File: src/rtl/naive_bus_arbiter.sv
// Two-master / one-slave naive_bus arbiter with independent read and write channels.
// Define NAIVE_BUS_ARB_ROUND_ROBIN_EN for round-robin arbitration; otherwise m0 has fixed priority.
module naive_bus_arbiter (
   input  logic        clk,
   input  logic        rst,
   // master port 0 (data access)
   input  logic        m0_rd_req,
   output logic        m0_rd_gnt,
   input  logic [31:0] m0_rd_addr,
   input  logic [3:0]  m0_rd_be,
   output logic [31:0] m0_rd_data,
   input  logic        m0_wr_req,
   output logic        m0_wr_gnt,
   input  logic [31:0] m0_wr_addr,
   input  logic [3:0]  m0_wr_be,
   input  logic [31:0] m0_wr_data,
   // master port 1 (instruction fetch)
   input  logic        m1_rd_req,
   output logic        m1_rd_gnt,
   input  logic [31:0] m1_rd_addr,
   input  logic [3:0]  m1_rd_be,
   output logic [31:0] m1_rd_data,
   input  logic        m1_wr_req,
   output logic        m1_wr_gnt,
   input  logic [31:0] m1_wr_addr,
   input  logic [3:0]  m1_wr_be,
   input  logic [31:0] m1_wr_data,
   // downstream port toward the slave/router
   output logic        s_rd_req,
   input  logic        s_rd_gnt,
   output logic [31:0] s_rd_addr,
   output logic [3:0]  s_rd_be,
   input  logic [31:0] s_rd_data,
   output logic        s_wr_req,
   input  logic        s_wr_gnt,
   output logic [31:0] s_wr_addr,
   output logic [3:0]  s_wr_be,
   output logic [31:0] s_wr_data
);

   logic sel_rd;
   logic sel_wr;
   logic rd_own_vld_q, rd_own_vld_d;
   logic rd_own_idx_q, rd_own_idx_d;

`ifdef NAIVE_BUS_ARB_ROUND_ROBIN_EN
   logic rd_last_q, rd_last_d;
   logic wr_last_q, wr_last_d;

   // Under contention the master that did not win last time is chosen.
   always_comb begin
      sel_rd = (m0_rd_req & m1_rd_req) ? ~rd_last_q : (~m0_rd_req & m1_rd_req);
      sel_wr = (m0_wr_req & m1_wr_req) ? ~wr_last_q : (~m0_wr_req & m1_wr_req);
   end

   always_comb begin
      rd_last_d = rd_last_q;
      wr_last_d = wr_last_q;
      if (s_rd_req & s_rd_gnt) rd_last_d = sel_rd;
      if (s_wr_req & s_wr_gnt) wr_last_d = sel_wr;
   end

   always_ff @(posedge clk) begin
      if (rst) begin
         rd_last_q <= 1'b1;
         wr_last_q <= 1'b1;
      end else begin
         rd_last_q <= rd_last_d;
         wr_last_q <= wr_last_d;
      end
   end
`else
   always_comb begin
      sel_rd = ~m0_rd_req & m1_rd_req;
      sel_wr = ~m0_wr_req & m1_wr_req;
   end
`endif

   always_comb begin
      s_rd_req  = m0_rd_req | m1_rd_req;
      s_rd_addr = 32'd0;
      s_rd_be   = 4'd0;
      if (s_rd_req) begin
         s_rd_addr = sel_rd ? m1_rd_addr : m0_rd_addr;
         s_rd_be   = sel_rd ? m1_rd_be   : m0_rd_be;
      end

      s_wr_req  = m0_wr_req | m1_wr_req;
      s_wr_addr = 32'd0;
      s_wr_be   = 4'd0;
      s_wr_data = 32'd0;
      if (s_wr_req) begin
         s_wr_addr = sel_wr ? m1_wr_addr : m0_wr_addr;
         s_wr_be   = sel_wr ? m1_wr_be   : m0_wr_be;
         s_wr_data = sel_wr ? m1_wr_data : m0_wr_data;
      end

      m0_rd_gnt = ~sel_rd & m0_rd_req & s_rd_gnt;
      m1_rd_gnt =  sel_rd & m1_rd_req & s_rd_gnt;
      m0_wr_gnt = ~sel_wr & m0_wr_req & s_wr_gnt;
      m1_wr_gnt =  sel_wr & m1_wr_req & s_wr_gnt;
   end

   // Read data returns one cycle after the handshake, steered to the owner of that handshake.
   always_comb begin
      rd_own_vld_d = s_rd_req & s_rd_gnt;
      rd_own_idx_d = sel_rd;
      m0_rd_data   = (rd_own_vld_q & ~rd_own_idx_q) ? s_rd_data : 32'd0;
      m1_rd_data   = (rd_own_vld_q &  rd_own_idx_q) ? s_rd_data : 32'd0;
   end

   always_ff @(posedge clk) begin
      if (rst) begin
         rd_own_vld_q <= 1'b0;
         rd_own_idx_q <= 1'b0;
      end else begin
         rd_own_vld_q <= rd_own_vld_d;
         rd_own_idx_q <= rd_own_idx_d;
      end
   end

endmodule
File: config.mk
export PLATFORM = sky130hd
export DESIGN_NAME = naive_bus_arbiter
export DESIGN_NICKNAME = d
export VERILOG_FILES = /design/src/rtl/naive_bus_arbiter.sv
export SDC_FILE = /design/constraint.sdc
export NUM_CORES = 1
export LEC_CHECK = 0
export ABC_CLOCK_PERIOD_IN_PS = 1400
export CAP_MARGIN = 10
export CELL_PAD_IN_SITES_DETAIL_PLACEMENT = 1
export CELL_PAD_IN_SITES_GLOBAL_PLACEMENT = 1
export CORE_AREA = 2 2 163 165
export CTS_CLUSTER_SIZE = 16
export DETAILED_ROUTE_END_ITERATION = 12
export DIE_AREA = 0 0 165 167
export PLACE_DENSITY_LB_ADDON = 0.08
export SLEW_MARGIN = 25
export SYNTH_ARGS = -nofsm -noshare
export SYNTH_HDL_FRONTEND = slang
export SYNTH_SLANG_ARGS = --single-unit
File: constraint.sdc
create_clock -name clk -period 1.4 [get_ports clk]
set_clock_uncertainty 0.05 [all_clocks]
set_input_delay 0.35 -clock clk [delete_from_list [all_inputs] [get_ports clk]]
set_output_delay 0.35 -clock clk [all_outputs]
set_load 0.05 [all_outputs]
==> impl_metrics.xml <==
<?xml version="1.0" encoding="UTF-8"?>
<metrics>
  <group name="sta">
    <metric name="final.min_clock_period" unit="ns">1.804</metric>
    <metric name="tightestPinTransition" unit="ns">0.3666</metric>
    <metric name="rsz0062_at_grt" unit="">true</metric>
    <metric name="report.final.hold_viol_count" unit="">0</metric>
    <metric name="report.final.slew_viol_count" unit="">0</metric>
    <metric name="post-route-period-util" unit="%">128.9</metric>
    <metric name="report.final.setup_viol" unit="">174</metric>
    <metric name="holdWs" unit="ns">0.4524</metric>
    <metric name="final.setup.worst_slack" unit="ns">-0.4044</metric>
    <metric name="achievable_frequency" unit="MHz">554.2</metric>
    <metric name="relSlewSlack" unit="%">75.56</metric>
  </group>
  <group name="clock_tree">
    <metric name="cts.clk_slew.worst_paths" unit="ns">0.03</metric>
    <metric name="cts_root_buf" unit="">clkbuf_16</metric>
    <metric name="tritoncts" unit="">yes</metric>
    <metric name="tritoncts.num_buffers" unit="">3</metric>
    <metric name="cts_htree_levels" unit="">1</metric>
    <metric name="post_cts_hold_buffer_count" unit="">0</metric>
    <metric name="ctsLongestPathBuffers" unit="">2</metric>
    <metric name="clock_sink_count" unit="">2</metric>
  </group>
  <group name="layout">
    <metric name="fillers" unit="">2599</metric>
    <metric name="area_growth_syn_to_layout" unit="%">545.4</metric>
    <metric name="final_design_instance_area_without_fill" unit="µm²">10270</metric>
    <metric name="layout_common_cells" unit="">clkdlybuf4s50_1, buf_12, a22o_4</metric>
    <metric name="fraction_of_final_layout_cells_sized_beyond_drive_strength_1" unit="%">63.16</metric>
    <metric name="layout.cells.most_common" unit="">clkdlybuf4s50_1</metric>
    <metric name="final_net_count" unit="">915</metric>
    <metric name="final_cell_count_no_fill" unit="">1001</metric>
  </group>
  <group name="floorplan">
    <metric name="top_level_ports" unit="">422</metric>
    <metric name="initial_core_util" unit="%">6.177</metric>
    <metric name="die_y" unit="µm">167</metric>
    <metric name="dieWidth" unit="µm">165</metric>
    <metric name="rows" unit="">59</metric>
    <metric name="area_of_the_core_region" unit="µm²">25760</metric>
    <metric name="floorplan.die_area" unit="µm²">27560</metric>
  </group>
  <group name="global_routing">
    <metric name="grt_use_total" unit="%">15.47</metric>
    <metric name="first_pass_grt_wire_length" unit="µm">31460</metric>
    <metric name="globalRouteOverflowTotal" unit="">0</metric>
    <metric name="grt_max_degree" unit="">33</metric>
    <metric name="number_of_antenna_violations_at_the_first_check_in_global_routing" unit="">1</metric>
    <metric name="first_global_vias" unit="">4351</metric>
  </group>
  <group name="run_status">
    <metric name="result_of_the_run" unit="">finished with violations</metric>
    <metric name="violations" unit="">negative setup slack</metric>
  </group>
  <group name="critical_path">
    <metric name="worst_path_dominant_cell_family" unit="">buffers and inverters</metric>
    <metric name="critPathArrivalTime" unit="ns">1.40</metric>
    <metric name="timing.critical_path.cells" unit="">buf_6 &gt; nor2b_4 &gt; buf_12 &gt; buf_16 &gt; buf_16 &gt; a22o_4 &gt; buf_12</metric>
    <metric name="crit_fanout" unit="">8</metric>
    <metric name="buffering_stage_count_on_the_worst_path_with_inverters_included" unit="">5</metric>
    <metric name="critPathKind" unit="">in2out</metric>
    <metric name="crit_path_top_delay_cell" unit="">a22o_4</metric>
    <metric name="worst_ep_required_time" unit="ns">1.00</metric>
    <metric name="startpoint" unit="">m1_wr_req</metric>
    <metric name="endpoint_kind" unit="">output pin</metric>
    <metric name="critPathMaxStageDelay" unit="ns">0.23</metric>
    <metric name="setup.worst_path.start_class" unit="">primary input</metric>
    <metric name="critical_path_depth" unit="">7</metric>
  </group>
  <group name="placement">
    <metric name="place_hpwl" unit="µm">16930</metric>
    <metric name="portBuffers" unit="">421</metric>
    <metric name="dpl.cell_count" unit="">953</metric>
    <metric name="place_area" unit="µm²">8472</metric>
    <metric name="place.gp.congestion" unit="">0.8718</metric>
  </group>
  <group name="drt">
    <metric name="drt-vias-per-instance" unit="">3.867</metric>
    <metric name="detail_route.wl_per_cell" unit="µm">22.74</metric>
    <metric name="first_pass_iters" unit="">4</metric>
    <metric name="routed_wl" unit="µm">22770</metric>
    <metric name="dr_total_vias" unit="">3871</metric>
    <metric name="drtAntennaViolNets" unit="">0</metric>
    <metric name="post-route-drc-count" unit="">0</metric>
    <metric name="dr.first_iter.drc_count" unit="">50</metric>
  </group>
  <group name="min_path">
    <metric name="hold-path-cell-count" unit="">3</metric>
    <metric name="hold_start" unit="">m1_rd_req</metric>
    <metric name="hold_class" unit="">in2reg</metric>
  </group>
  <group name="synthesis">
    <metric name="yosysSeqAreaShare" unit="%">2.516</metric>
    <metric name="mappedNetlistArea" unit="µm²">1592</metric>
    <metric name="yosys_register_bits" unit="">2</metric>
    <metric name="avgSynthCellArea" unit="µm²">7.437</metric>
    <metric name="mappedNetlistNets" unit="">462</metric>
    <metric name="netlist_instances" unit="">214</metric>
    <metric name="synth.lib_cells_used.distinct" unit="">13</metric>
    <metric name="syn_warnings" unit="">0</metric>
  </group>
  <group name="power">
    <metric name="vdd_ir_drop_max" unit="mV">0.2062</metric>
    <metric name="cell_area_power_density" unit="nW/µm²">463.4</metric>
    <metric name="p_total" unit="W">0.004759</metric>
    <metric name="power_leakage" unit="nW">4.405</metric>
  </group>
  <group name="run">
    <metric name="max-cap-violations" unit="">0</metric>
  </group>
</metrics>
## per-layer routing
metal	vias up	part of all wire, %	GRT usage, %
li1	1778	-	-
met1	1905	35	16.72
met2	182	58	31.41
met3	6	6.4	2.740
met4	0	0.59	1.588
met5	-	0	0
## power by group
part	switching [W]	total [W]	internal (W)	leakage [nW]
clock	0.0000680	0.000432	0.000364	0.0370
combinational	0.00187	0.00427	0.00239	4.35
sequential	0.00000242	0.0000621	0.0000597	0.0175
## final timing paths
kind	to	slack [ns]
worst max-delay path	s_wr_data[17]	-0.40
worst min-delay path	rd_own_vld_q	0.45
## cells in the mapped netlist, drive strengths merged
cell type	instances	area (µm²)
dfxtp	2	40.04
nor2b	3	21.27
and3b	1	8.760
and2b	1	7.510
and2	36	225.2
and3	32	200.2
or2	2	12.51
clkbuf	17	63.81
buf	16	101.4
a22o	104	910.9
## worst min-delay path, stage by stage
cell     delay, ns
buf_6         0.07
or2_4         0.12
and3b_1       0.14
## registers in the layout, summed over array words and instances (netlist names)
name,flops
rd_own_vld_q,1
rd_own_idx_q,1
## per-stage QoR
step           util [%]  TNS [ns]  worst slack, ns
6_report          39.87    -49.64          -0.4044
5_1_grt           39.87    -53.63          -0.4207
4_1_cts           39.31    -52.12          -0.3983
3_5_place_dp      32.88    -74.58          -0.6582
3_3_place_gp      32.88    -73.15          -0.6520
2_1_floorplan         -    -10.19          -0.1463
## cells by family after synthesis
family,count (synthesis),share of synthesized area [%]
AOI/OAI and AO/OA,104,57.23
and+or+nand+nor,75,29.87
buffers and inverters,33,10.38
DFF,2,2.516
## cell type report
cell class	instances	area, µm²	area share (%)
Sequential cell	2	45.04	0.4385
Timing Repair Buffer	481	7162	69.73
Tap cell	335	419.2	4.081
Clock buffer	3	75.07	0.7309
Multi-Input combinational cell	179	2567	25.00
Antenna cell	1	2.502	0.02436
## repair_timing
item	in CTS	in global routing
gates cloned	22	6
setup endpoints to repair	174	172
resized for setup	209	30
setup buffers	17	4
pin swaps	36	30
No activity file was read; power rests on OpenSTA's default activity.
